`config.mk`:
```
export PLATFORM = sky130hd
export DESIGN_NAME = branch_resolve
export DESIGN_NICKNAME = d
export VERILOG_FILES = /design/src/rtl/branch_resolve_pkg.sv /design/src/rtl/branch_resolve_cond_eval.sv /design/src/rtl/branch_resolve.sv
export SDC_FILE = /design/constraint.sdc
export NUM_CORES = 1
export LEC_CHECK = 0
export CAP_MARGIN = 20
export CELL_PAD_IN_SITES_DETAIL_PLACEMENT = 1
export CELL_PAD_IN_SITES_GLOBAL_PLACEMENT = 1
export CORE_UTILIZATION = 28
export CTS_CLUSTER_DIAMETER = 40
export DETAILED_ROUTE_END_ITERATION = 8
export GPL_ROUTABILITY_DRIVEN = 0
export PLACE_DENSITY_LB_ADDON = 0.3
export REMOVE_ABC_BUFFERS = 1
export SETUP_SLACK_MARGIN = 0.2
export SLEW_MARGIN = 20
export SYNTH_ARGS = -nofsm -noshare
export SYNTH_HDL_FRONTEND = slang
export SYNTH_SLANG_ARGS = --single-unit
```
`constraint.sdc`:
```
create_clock -name clk -period 2.2 [get_ports clk]
set_input_delay 0.22 -clock clk [delete_from_list [all_inputs] [get_ports clk]]
set_output_delay 0.22 -clock clk [all_outputs]
set_load 0.01 [all_outputs]
```
`src/rtl/branch_resolve_pkg.sv`:
```
// Shared definitions for the branch resolution unit.
// Contents:
//   CC_*  4-bit condition-code encodings. Codes 0-7 match the older 3-bit evaluator.
//   F_*   bit positions of N/V/Z/C inside the 4-bit flag vector {N,V,Z,C}.
package branch_resolve_pkg;

  localparam logic [3:0] CC_NEQ = 4'd0;
  localparam logic [3:0] CC_EQ  = 4'd1;
  localparam logic [3:0] CC_GT  = 4'd2;
  localparam logic [3:0] CC_LT  = 4'd3;
  localparam logic [3:0] CC_GTE = 4'd4;
  localparam logic [3:0] CC_LTE = 4'd5;
  localparam logic [3:0] CC_OV  = 4'd6;
  localparam logic [3:0] CC_UN  = 4'd7;
  localparam logic [3:0] CC_CS  = 4'd8;
  localparam logic [3:0] CC_CC  = 4'd9;
  localparam logic [3:0] CC_HI  = 4'd10;
  localparam logic [3:0] CC_LS  = 4'd11;
  localparam logic [3:0] CC_SGT = 4'd12;
  localparam logic [3:0] CC_SLT = 4'd13;
  localparam logic [3:0] CC_NEV = 4'd14;
  localparam logic [3:0] CC_RSV = 4'd15;

  localparam int unsigned F_N = 3;
  localparam int unsigned F_V = 2;
  localparam int unsigned F_Z = 1;
  localparam int unsigned F_C = 0;

endpackage

```
`src/rtl/branch_resolve_cond_eval.sv`:
```
// Combinational condition evaluator.
// Ports:
//   cc      in  4  condition code
//   flags   in  4  {N,V,Z,C} flags to evaluate against
//   taken   out 1  condition is met
//   illegal out 1  reserved code was used. The branch is then never taken.
module branch_resolve_cond_eval
  import branch_resolve_pkg::*;
(
  input  logic [3:0] cc,
  input  logic [3:0] flags,
  output logic       taken,
  output logic       illegal
);

  logic n, v, z, c;

  assign n = flags[F_N];
  assign v = flags[F_V];
  assign z = flags[F_Z];
  assign c = flags[F_C];

  always_comb begin
    taken   = 1'b0;
    illegal = 1'b0;
    unique case (cc)
      CC_NEQ:  taken = !z;
      CC_EQ:   taken = z;
      CC_GT:   taken = !z && !n;
      CC_LT:   taken = n;
      CC_GTE:  taken = z || !n;
      CC_LTE:  taken = n || z;
      CC_OV:   taken = v;
      CC_UN:   taken = 1'b1;
      CC_CS:   taken = c;
      CC_CC:   taken = !c;
      CC_HI:   taken = c && !z;
      CC_LS:   taken = !c || z;
      CC_SGT:  taken = !z && (n == v);
      CC_SLT:  taken = n != v;
      CC_NEV:  taken = 1'b0;
      CC_RSV:  illegal = 1'b1;
      default: taken = 1'b0;
    endcase
  end

endmodule

```
`src/rtl/branch_resolve.sv`:
```
// Branch resolution stage.
// This stage holds the architectural flag register and evaluates the branch condition.
// It computes the next PC, flags mispredicts and keeps saturating statistics.
// It has one registered result stage, with valid/ready handshakes on both sides.
// Ports:
//   clk, rst_n                          clock and asynchronous active-low reset
//   flag_we, flag_in, flag_pending      flag register write and the pending-write interlock
//   br_valid/br_ready, br_cc, br_pc,    branch request handshake and payload
//   br_off, br_pred
//   flush                               kills the result stage and any same-cycle accept
//   res_valid/res_ready, res_taken,     result handshake and payload
//   res_next_pc, res_mispred,
//   res_illegal
//   flags                               current flag register
//   cnt_br, cnt_mis                     saturating counters of resolved and mispredicted branches
module branch_resolve
  import branch_resolve_pkg::*;
#(
  parameter int unsigned PC_W   = 16,
  parameter int unsigned OFF_W  = 9,
  parameter int unsigned PC_INC = 1,
  parameter int unsigned CNT_W  = 16
) (
  input  logic             clk,
  input  logic             rst_n,
  input  logic             flag_we,
  input  logic [3:0]       flag_in,
  input  logic             flag_pending,
  input  logic             br_valid,
  output logic             br_ready,
  input  logic [3:0]       br_cc,
  input  logic [PC_W-1:0]  br_pc,
  input  logic [OFF_W-1:0] br_off,
  input  logic             br_pred,
  input  logic             flush,
  output logic             res_valid,
  input  logic             res_ready,
  output logic             res_taken,
  output logic [PC_W-1:0]  res_next_pc,
  output logic             res_mispred,
  output logic             res_illegal,
  output logic [3:0]       flags,
  output logic [CNT_W-1:0] cnt_br,
  output logic [CNT_W-1:0] cnt_mis
);

  logic [3:0]       flags_q, flags_d, eff_flags;
  logic             res_valid_q, res_valid_d;
  logic             res_taken_q, res_mispred_q, res_illegal_q;
  logic [PC_W-1:0]  res_next_pc_q;
  logic [CNT_W-1:0] cnt_br_q, cnt_br_d, cnt_mis_q, cnt_mis_d;
  logic [PC_W-1:0]  fall_pc, target_pc, off_ext;
  logic             accept, consume, cond_taken, cond_illegal;

  // A branch accepted together with a flag write must see the new flags.
  assign eff_flags = flag_we ? flag_in : flags_q;
  assign flags_d   = flag_we ? flag_in : flags_q;

  branch_resolve_cond_eval u_cond_eval (
    .cc      (br_cc),
    .flags   (eff_flags),
    .taken   (cond_taken),
    .illegal (cond_illegal)
  );

  // The cast sign-extends the offset. All PC arithmetic wraps modulo 2^PC_W.
  assign off_ext   = PC_W'($signed(br_off));
  assign fall_pc   = br_pc + PC_W'(PC_INC);
  assign target_pc = fall_pc + off_ext;

  assign br_ready = !flag_pending && !flush && (!res_valid_q || res_ready);
  assign accept   = br_valid && br_ready;
  assign consume  = res_valid_q && res_ready && !flush;

  always_comb begin
    res_valid_d = res_valid_q;
    if (flush) begin
      res_valid_d = 1'b0;
    end else if (accept) begin
      res_valid_d = 1'b1;
    end else if (res_ready) begin
      res_valid_d = 1'b0;
    end
  end

  always_comb begin
    cnt_br_d  = cnt_br_q;
    cnt_mis_d = cnt_mis_q;
    if (consume) begin
      if (cnt_br_q != '1) begin
        cnt_br_d = cnt_br_q + CNT_W'(1);
      end
      if (res_mispred_q && (cnt_mis_q != '1)) begin
        cnt_mis_d = cnt_mis_q + CNT_W'(1);
      end
    end
  end

  always_ff @(posedge clk or negedge rst_n) begin
    if (!rst_n) begin
      flags_q       <= '0;
      res_valid_q   <= 1'b0;
      res_taken_q   <= 1'b0;
      res_mispred_q <= 1'b0;
      res_illegal_q <= 1'b0;
      res_next_pc_q <= '0;
      cnt_br_q      <= '0;
      cnt_mis_q     <= '0;
    end else begin
      flags_q     <= flags_d;
      res_valid_q <= res_valid_d;
      cnt_br_q    <= cnt_br_d;
      cnt_mis_q   <= cnt_mis_d;
      if (accept) begin
        res_taken_q   <= cond_taken;
        res_mispred_q <= cond_taken != br_pred;
        res_illegal_q <= cond_illegal;
        res_next_pc_q <= cond_taken ? target_pc : fall_pc;
      end
    end
  end

  assign flags       = flags_q;
  assign res_valid   = res_valid_q;
  assign res_taken   = res_taken_q;
  assign res_mispred = res_mispred_q;
  assign res_illegal = res_illegal_q;
  assign res_next_pc = res_next_pc_q;
  assign cnt_br      = cnt_br_q;
  assign cnt_mis     = cnt_mis_q;

endmodule

```
# Word level (Yosys, flattened, before mapping)
# Index checks and enable logic that the tools add are counted.
# totals
ff_bits	56
in_bits	41
wordCells	61
output_inout_bits	57
# classes
mux	7
add_sub_neg	4
eq_ne	19
reduce_logical	23
# ops
operator	count
adder 16 x 1 -> 16 bit (second input constant)	3
inequality test 16 bit (second input constant)	2
equality test 4 bit (second input constant)	7
adder 16 bit	1
equality test 4 x 3 -> 1 bit (second input constant)	4
2-to-1 mux 16 bit	1
one-hot mux 1 bit (14 select lines)	1
logical AND 1 bit	9
equality test 4 x 2 -> 1 bit (second input constant)	2
zero test 1 bit	6
equality test 4 x 1 -> 1 bit (second input constant)	1
zero test 4 bit	1
logical OR 1 bit	4
2-to-1 mux 1 bit	4
2-to-1 mux 4 bit	1
AND reduction 2 bit	2
nonzero test 3 bit	1
inequality test 1 bit	2
equality test 1 bit	1

# Longest topological paths before layout
# Gate-level depths: netlist of run 1.
# logic_depth
word_depth	6
ltp_mapped	13
depth_no_buf	13

# Modules after synthesis
# A second synthesis of run 1 with hierarchy kept.
# hier_totals
cells_unflattened	390
hier_area_um2	3616.0
# by_module_without_submodules
mod	cells_each	seq_area_each_um2	area_each_um2	n_inst
branch_resolve	362	1401.3	3425.8	1
branch_resolve_cond_eval	28	0.0	190.2	1

# Least setup slack after synthesis of run 1
# OpenSTA, ideal clock, no wires.
# synth_path
path_type	input port to flip-flop
from	input port br_pc[3]
to	register res_next_pc_q[12], in the netlist res_next_pc[12]
path_stages	12
n_path_buf	0
setup_time_ns	0.126
arrival_ns	2.573
slack_ns	-0.499
path_cell_list	nand3_1 -> nor3_1 -> nand2_1 -> xnor2_1 -> ha_1 -> a211o_1 -> or3_1 -> a21oi_1 -> nor3_1 -> a21o_1 -> xor2_1 -> a221o_1
# synth_between
elab_chain_len	3
# synth_rtl
element	line	rtl
start, declared	branch_resolve.sv:32	input logic [PC_W-1:0] br_pc,
adder 16 x 1 -> 16 bit (*)	branch_resolve.sv:68	assign fall_pc = br_pc + PC_W'(PC_INC);
adder 16 bit	branch_resolve.sv:69	assign target_pc = fall_pc + off_ext;
2-to-1 mux 16 bit (*)	branch_resolve.sv:118	res_next_pc_q <= cond_taken ? target_pc : fall_pc;
end signal, assigned	branch_resolve.sv:118	
end, declared	branch_resolve.sv:50	logic [PC_W-1:0] res_next_pc_q;
# Mark *: on every way between the ends. The rest lies on a longest branch, timed or not.
# A chain may end at the register's enable or synchronous reset.

# Final worst setup path of run 1
# layout_path
from	input port br_pc[1]
to	register res_next_pc_q[14], in the netlist res_next_pc[14]
# Same word-level chain as after synthesis.

==> results of run 1 <==
==> cells in the final DEF (no fill, tap or decap), types with 4 or more instances in the layout <==
cell type / instances
a21o_1: 6
a21oi_1: 7
a21oi_2: 11
and3_1: 8
and3_4: 5
buf_2: 4
buf_4: 108
buf_6: 18
buf_8: 5
clkbuf_16: 6
clkdlybuf4s50_1: 77
dfrtp_1: 54
dlygate4sd2_1: 6
ha_1: 8
ha_2: 4
ha_4: 10
inv_1: 13
mux2_2: 4
mux2i_1: 8
nand2_1: 41
nand3_1: 10
nand3_2: 5
nand4_1: 11
nor2_1: 15
nor2_2: 7
nor2_4: 4
o21ai_1: 16
xnor2_1: 29
xnor2_2: 9
xor2_1: 15
==> power breakdown <==
group	leakage, nW	internal, W	switching (W)	total (W)
Clock	0.0719	0.000434	0.000411	0.000845
Sequential	0.715	0.00117	0.000118	0.00128
Combinational	2.28	0.000903	0.000702	0.00161
Total	3.07	0.00250	0.00123	0.00373
==> through the flow <==
stage	std cells	cell area, µm²	utilization (%)
2_1_floorplan	390	3709	-
3_3_place_gp	739	5515	43.00
3_5_place_dp	739	5515	43.00
4_1_cts	778	6305	49.16
5_1_grt	797	6820	53.18
6_report	797	6820	53.18
==> registers in the layout, summed over array words and instances (netlist names) <==
signal       cells
res_illegal      1
cnt_mis         16
res_next_pc     16
res_mispred      1
flags            4
cnt_br          16
res_valid        1
res_taken        1
==> worst max-delay path, cell delays in order <==
cell and delay [ns]:
buf_8 0.09, nand2_4 0.06, nor3_4 0.23, nand2_2 0.11
xnor2_2 0.15, buf_4 0.13, buf_4 0.12, buf_4 0.14
ha_4 0.27, nand2_1 0.07, nand2_1 0.10, a21oi_2 0.08
nor3_2 0.26, buf_4 0.17, mux2i_2 0.22, nor4_2 0.07
a211oi_1 0.18
==> final cells by class <==
class	instances	area, µm²	area share (%)
clock inverters	3	27.53	0.4036
inverters	15	58.81	0.8622
repair buffers	227	2074	30.42
clock buffers	5	125.1	1.835
multi-input cells	319	2915	42.74
flip-flops and latches	56	1404	20.58
well taps	172	215.2	3.155
==> per-layer routing <==
| metal | global-route usage (%) | up-vias | share of wire (%) |
|---|---|---|---|
| li1 | - | 1856 | - |
| met1 | 22.02 | 1921 | 41 |
| met2 | 33.24 | 86 | 55 |
| met3 | 2.180 | 18 | 2.8 |
| met4 | 4.968 | 0 | 1.6 |
| met5 | 0 | - | 0 |
==> final timing paths <==
check / slack [ns] / cells past startpoint / start / end
max: -0.26 / 17 / br_pc[1] / res_next_pc[14]
min: 0.38 / 4 / br_pc[0] / res_next_pc[1]
max reg2reg: -0.09 / 9 / flags[3] / res_next_pc[7]
min reg2reg: 0.49 / 1 / res_taken / res_taken
max in group asynchronous: 1.00 / 3 / rst_n / cnt_mis[6]
min in group asynchronous: 0.49 / 2 / rst_n / flags[2]
==> timing repair <==
item,4_1_cts,5_1_grt
hold buffers,1,0
gates cloned,2,0
setup endpoints to repair,22,31
endpoints found under the hold margin,25,0
pin swaps,52,46
resized for setup,141,75
buffers inserted,28,19
==> cell families after synthesis <==
group                      share of synthesized area (%)
xor gates and xnor gates                           14.00
DFF                                                37.33
muxes                                              5.200
adders and majority gates                          7.867
and+or+nand+nor                                    20.70
buffers and inverters                              2.700
AOI/OAI and AO/OA                                  12.20
==> run metrics, run 1 <==
final worst path period share 111.6%; CP arrival 2.66 ns; drt pass-1 iters 4; I/O Buffers 97; setup_tns -1.608 ns; Required @ worst endpoint 2.41 ns; Tightest Pin Transition 0.6662 ns; Crit. End Element flop; Root Buffer clkbuf_16; layout cells sized above 1 41.60%; final slew viol count 0; Inserted Clock Buffers 5; CP Max Fanout 3; Clock Skews 0.006869 ns; Power, Total 0.003733 W; # diodes 0; violated checks setup timing; Routed WL per cell 17.16 µm; FILL cells 1411; hpwl dp 8906 µm; sequential fraction of the synthesis area 37.33%; vias in the first global route 4096; synth top area cells dfrtp_1 37%, xnor2_1 9.3%, ha_1 7.3%; EDFF count, synth 0; Die W 117.8 µm; synthesized area 0.003754 mm²; Antenna Nets Post-Route 0; main flop type after synthesis dfrtp_1; final count of negative-setup-slack endpoints 12; Synth cell types 55; initial antenna violation count 0; chip height 117.8 µm; post-synth top area cell dfrtp_1; CP startpoint kind primary input; Clk pin slew, worst setup/hold paths 0.08 ns; P&R area growth vs syn 81.70%; P_leak 3.066 nW; Place WS -1.176 ns; Yosys Warn Count 0; std cell rows 41; ys async rst share 100.0%; Clk Latency, worst-skew pair 0.30 ns; htree depth 2; run status finished with violations; FMAX 407.3 MHz; drc violations 0; Avg Cell Area, Syn 9.455 µm²; Fin. Hold Viols 0; Cells after Synth 397; Vias 3881; post-synth top area share 37.33%; total wire length 13680 µm; I/O pins 98; vias per cell 4.870; WS Path Type in -> reg; synthesized flop and latch total 56; hold crit path type in -> reg; Min Hold Slack 0.3829 ns; Die Footprint 0.01387 mm²; maxcap violations 0; PwrDens 547.4 mW/mm²; Min Clock Period, post-route 2.455 ns; largest net degree at the start of global routing 36; first-pass GRT wire length 20540 µm; most frequent cell after synthesis dfrtp_1; Worst slew margin 55.59%; top cells by count, synth 56 x dfrtp_1, 47 x nand2_1, 40 x xnor2_1, 25 x nor2_1, 22 x ha_1; GRT Overall Usage 18.09%; fin nets 688; Longest Clk Path Bufs 2; clock sinks 56; core area 0.01282 mm²; RSZ-0062 raised after global routing true; Setup WS post-layout -0.2552 ns; Max VDD drop 393.6 µV; gr ovfl total 0; TritonCTS clock tree yes; starting density of the core 29.27%; DRT iter0 DRCs 107
Power figures use the tool's default switching activity.
==> inputs of run 2 (changes only) <==
--- a/config.mk
+++ b/config.mk
@@ -11,6 +11,7 @@
 export CORE_UTILIZATION = 28
 export CTS_CLUSTER_DIAMETER = 40
 export DETAILED_ROUTE_END_ITERATION = 8
+export DONT_BUFFER_PORTS = 1
 export GPL_ROUTABILITY_DRIVEN = 0
 export PLACE_DENSITY_LB_ADDON = 0.3
 export REMOVE_ABC_BUFFERS = 1
==> run metrics, run 2 (synthesis gave the netlist of run 1 again) <==
first-pass GRT wire length 18270 µm (-11%); std cell rows 41 (unchanged); Routed WL per cell 17.45 µm (+1.7%); final worst path period share 109.6% (-2.0 points); RSZ-0062 raised after global routing true; Clock Skews 0.01481 ns (+0.007945 ns); Inserted Clock Buffers 5 (unchanged); P_leak 2.444 nW (-20%); TritonCTS clock tree yes; Clk Latency, worst-skew pair 0.30 ns (about the same); I/O pins 98 (unchanged); core area 0.01282 mm² (unchanged); Die W 117.8 µm (unchanged); final slew viol count 0 (unchanged); fin nets 558 (-19%); CP arrival 2.60 ns (-0.06 ns); gr ovfl total 0 (unchanged); DRT iter0 DRCs 72 (-33%); Final Core Density 42.00% (-11 points); Tightest Pin Transition 0.4212 ns (-0.2450 ns); vias per cell 4.976 (+2.2%); I/O Buffers 0 (-100%); Required @ worst endpoint 2.39 ns (-0.02 ns); htree depth 2 (unchanged); largest net degree at the start of global routing 57 (+58%); chip height 117.8 µm (unchanged); CP startpoint kind primary input; Worst slew margin 71.75% (+16 points); Longest Clk Path Bufs 2 (unchanged); vias in the first global route 3597 (-12%); Root Buffer clkbuf_16; maxcap violations 0 (unchanged); layout cells sized above 1 38.18% (-3.4 points); leading cell type in the layout, fill and taps excluded buf_4; commonest non-fill, non-tap cells in the layout 82 x buf_4, 54 x dfrtp_1, 42 x nand2_1; FMAX 414.6 MHz (+1.8%); Max VDD drop 331.3 µV (-16%); PwrDens 599.0 mW/mm² (+9.4%); WS Path Type in -> reg; CP Max Fanout 4 (+1); drt pass-1 iters 4 (unchanged); Antenna Nets Post-Route 0 (unchanged); initial antenna violation count 0 (unchanged); P&R area growth vs syn 43.50%; # diodes 0 (unchanged); total wire length 11640 µm (-15%); Die Footprint 0.01387 mm² (unchanged); Setup WS post-layout -0.2122 ns (+0.04295 ns); Vias 3319 (-14%); starting density of the core 29.27% (unchanged); clock sinks 56 (unchanged); hold crit path type in -> reg; final count of negative-setup-slack endpoints 4 (-8); hpwl dp 8168 µm (-8.3%); run status finished with violations; violated checks setup timing; Clk pin slew, worst setup/hold paths 0.08 ns (about the same); Crit. End Element flop; Min Clock Period, post-route 2.412 ns (-0.04295 ns); Fin. Hold Viols 0 (unchanged); Power, Total 0.003226 W (-14%); drc violations 0 (unchanged); GRT Overall Usage 16.23% (-1.9 points)
## run 2: metrics by stage
step                TNS, ns  instances  cell area (µm²)  setup slack (ns)  hold slack [ns]
floorplan            -4.149        390             3709           -0.4999         -0.07559
finish              -0.5408        667             5386           -0.2122          0.02661
detailed placement   -4.728        629             4452           -0.7312         -0.07290
global route         -1.299        667             5386           -0.2727          0.04021
global placement     -4.180        629             4452           -0.5618         -0.07390
CTS                 -0.3208        652             5032           -0.1525          0.01607
## run 2: worst paths after layout
check | start | to | slack, ns | depth (start not counted)
min in group asynchronous | rst_n | flags[0] | 0.47 | 2
setup reg to reg | flags[1] | res_next_pc[10] | -0.09 | 9
hold / removal | res_ready | res_valid | 0.03 | 1
setup / recovery | br_pc[0] | res_next_pc[12] | -0.21 | 14
max in group asynchronous | rst_n | cnt_br[9] | 1.45 | 2
hold reg to reg | cnt_br[9] | cnt_br[9] | 0.53 | 1
## run 2: worst max-delay path, cell delays in order
cell and delay (ns):
ha_4 0.15, nand2_4 0.07, nor2_4 0.04, and3_4 0.16, xor2_4 0.19, ha_4 0.16, a211o_1 0.30, or3_1 0.34
a21oi_2 0.14, nor3_2 0.06, buf_4 0.14, a21o_1 0.18, xor2_1 0.13, a221o_1 0.31
## run 2: final cells by class
| class | instances | area, µm² |
|---|---|---|
| inverter | 15 | 58.81 |
| tap | 172 | 215.2 |
| timing repair buffer | 97 | 842.1 |
| clock inverter | 3 | 25.02 |
| multi-input combinational | 319 | 2716 |
| sequential | 56 | 1404 |
| clock buffer | 5 | 125.1 |
| fill | 1448 | 7438 |
## run 2: repair_timing
action                                  CTS  global route
endpoints found under the setup margin   24            31
hold buffers                              2             0
hold endpoints to repair                 56             0
pin swaps                                17            24
setup buffers                            13            14
gates resized for setup                  56            52
cloned                                    0             1
## run 2: per-layer routing
layer | track usage [%] | part of all wire (%)
met1 | 19.01 | 42
met2 | 29.15 | 51
met3 | 3.828 | 5.1
met4 | 4.728 | 1.9
met5 | 0 | 0
## run 2: where the power goes
part | total [W] | switching (W) | internal, W
registers | 0.00136 | 0.000196 | 0.00117
logic | 0.00103 | 0.000475 | 0.000554
clock network | 0.000835 | 0.000404 | 0.000432
total | 0.00323 | 0.00107 | 0.00215
==> inputs of run 3 (changes only) <==
==> constraint.sdc (replaced) <==
create_clock -name clk -period 2.82 [get_ports clk]
set_input_delay 0.282 -clock clk [delete_from_list [all_inputs] [get_ports clk]]
set_output_delay 0.282 -clock clk [all_outputs]
set_load 0.01 [all_outputs]
==> run metrics, run 3 (synthesis gave the netlist of run 1 again) <==
# diodes 0 (unchanged); FILL cells 1493 (+3.1%); final count of negative-setup-slack endpoints 0 (-4); most frequent CP cell ha_1; Min Hold Slack 0.08761 ns (+0.06100 ns); FMAX 403.1 MHz; Clock Skews 0.006154 ns (-0.008660 ns); chip height 117.8 µm (unchanged); HP Start res_ready; drt pass-1 iters 3 (-1); Slowest-stage cell, CP ha_1; RR Endpoint res_next_pc[10]; crit-path cells ha_1, nand2_1, nor2_1, xor2_1, ha_1, a21o_1, o31a_1, o211a_1, a2111oi_4, xnor2_1, o21ai_1; DRT iter0 DRCs 83 (+15%); r2r setup slk 0.51 ns (+0.60 ns); CP startpoint kind primary input; worst hold stages 1 (unchanged); CP Max Fanout 4 (unchanged); clock sinks 56 (unchanged); setup_tns 0 ns (+0.5408 ns); core area 0.01282 mm² (unchanged); P&R area growth vs syn 16.70%; Max VDD drop 280.5 µV (-15%); Clk Latency, worst-skew pair 0.29 ns (about the same); CP max stage delay 0.33 ns (about the same); Min Clock Period, post-route 2.481 ns; total wire length 9722 µm (-16%); Setup WS post-layout 0.3392 ns (+0.5514 ns); crit-path leading delay family compound AO/OA/AOI/OAI gates; layout cells sized above 1 14.22% (-24 points); Routed WL per cell 16.18 µm (-7.3%); Fin. Hold Viols 0 (unchanged); PwrDens 532.2 mW/mm² (-11%); Required @ worst endpoint 3.00 ns (+0.61 ns); hpwl dp 7772 µm (-4.9%); postcts setup bufs 0 (-13); WS Path Type in -> reg; Power, Total 0.002331 W (-28%); largest net degree at the start of global routing 57 (unchanged); Worst R2R Start flags[1]; switch share 31.98% (-1.3 points); Die W 117.8 µm (unchanged); maxcap violations 0 (unchanged); sw power 0.0007454 W (-31%); CP bufs+invs 0 (-1); Inserted Clock Buffers 5 (unchanged); Logic pwr share 22.3% (-9.6 points); Die Footprint 0.01387 mm² (unchanged); final worst path period share 87.97%; GRT Overall Usage 14.74% (-1.5 points); run status finished clean; Min-Delay Endpoint res_valid; clock power share 31.5% (+5.6 points); Vias 3007 (-9.4%); RSZ-0062 raised after global routing true; Worst slew margin 67.02% (-4.7 points); commonest non-fill, non-tap cells in the layout 56 x dfrtp_1, 47 x nand2_1, 38 x xnor2_1; fin nets 492 (-12%); I/O Buffers 0 (unchanged); vias per cell 5.003 (+0.55%); gr ovfl total 0 (unchanged); hold crit path type in -> reg; P_leak 2.017 nW (-17%); Place WS -0.01473 ns (+0.7165 ns); vias in the first global route 3174 (-12%); Root Buffer clkbuf_16; leading cell type in the layout, fill and taps excluded dfrtp_1; Longest Clk Path Bufs 2 (unchanged); htree depth 2 (unchanged); I/O pins 98 (unchanged); final slew viol count 0 (unchanged); Crit. End Element flop; Tightest Pin Transition 0.4902 ns (+0.06895 ns); Clk pin slew, worst setup/hold paths 0.08 ns (about the same); first-pass GRT wire length 16550 µm (-9.4%); CP arrival 2.66 ns (+0.06 ns); starting density of the core 29.27% (unchanged); Antenna Nets Post-Route 0 (unchanged); sequential fraction of design power 46.2% (+4.0 points); initial antenna violation count 0 (unchanged); P_int 0.001586 W (-26%); std cell rows 41 (unchanged); drc violations 0 (unchanged); Worst R2R Path Depth 8 (-1); TritonCTS clock tree yes
## run 3: cell types whose count changed in the layout (fill, tap and decap cells not counted), moves of 6 or more
cell / before / now
ha_1: 14 / 22
buf_6: 7 / 0
o21ai_0: 7 / 15
o21ai_1: 13 / 5
buf_4: 82 / 29
ha_4: 6 / 0
a21oi_1: 7 / 18
a21oi_2: 11 / 0
## run 3: power by group through the flow
stage	Combinational, W	Clock (W)	Sequential (W)
final	0.000520	0.000734	0.00108
after global routing	0.000597	0.000793	0.00110
after CTS	0.000529	0.000767	0.00109
after detailed placement	0.000502	0	0.00110
after global placement	0.000483	0	0.00110
after floorplan	0.000371	0	0.00105
## run 3: metrics by stage
stage | area (µm²) | cells | utilization [%]
finish | 4380 | 601 | 34.16
global route | 4380 | 601 | 34.16
CTS | 4350 | 601 | 33.92
detailed placement | 4141 | 591 | 32.29
global placement | 4141 | 591 | 32.29
floorplan | 3709 | 390 | -
## run 3: worst max-delay path by stage
stage | from | end | cells past startpoint
after floorplan | br_pc[3] | res_next_pc[12] | 12
after global placement | br_pc[3] | res_next_pc[12] | 11
after detailed placement | br_pc[3] | res_next_pc[12] | 11
after CTS | br_pc[3] | res_next_pc[12] | 11
after global routing | br_pc[0] | res_next_pc[15] | 14
final | br_pc[0] | res_next_pc[15] | 11
## run 3: layer usage
metal  track usage [%]  routed length, µm
met5                 0                  0
met4             3.606                 99
met3             4.506                578
met2             24.93               4626
met1             18.15               4417
## run 3: final cells by class
cell class                      instances  area (µm²)  area share (%)
Multi-Input combinational cell        319        2281           52.07
Sequential cell                        56        1401           31.99
Timing Repair Buffer                   31       255.2           5.827
Tap cell                              172       215.2           4.913
Clock buffer                            5       125.1           2.856
Inverter                               15       56.30           1.285
Clock inverter                          3       46.29           1.057
## run 3: worst reg2reg max path, cell delays in order, from the launching register on
cell and delay (ns):
dfrtp_1 0.44, mux2i_4 0.23, inv_2 0.08, or4_4 0.49, o22ai_4 0.18, nor4_4 0.06
buf_4 0.24, and3_1 0.21, a221o_1 0.26
## run 3: what timing repair did
item / CTS / global route
gates resized for setup: 0 / 5
endpoints found under the setup margin: 0 / 5
hold buffers: 2 / 0
endpoints found under the hold margin: 56 / 0
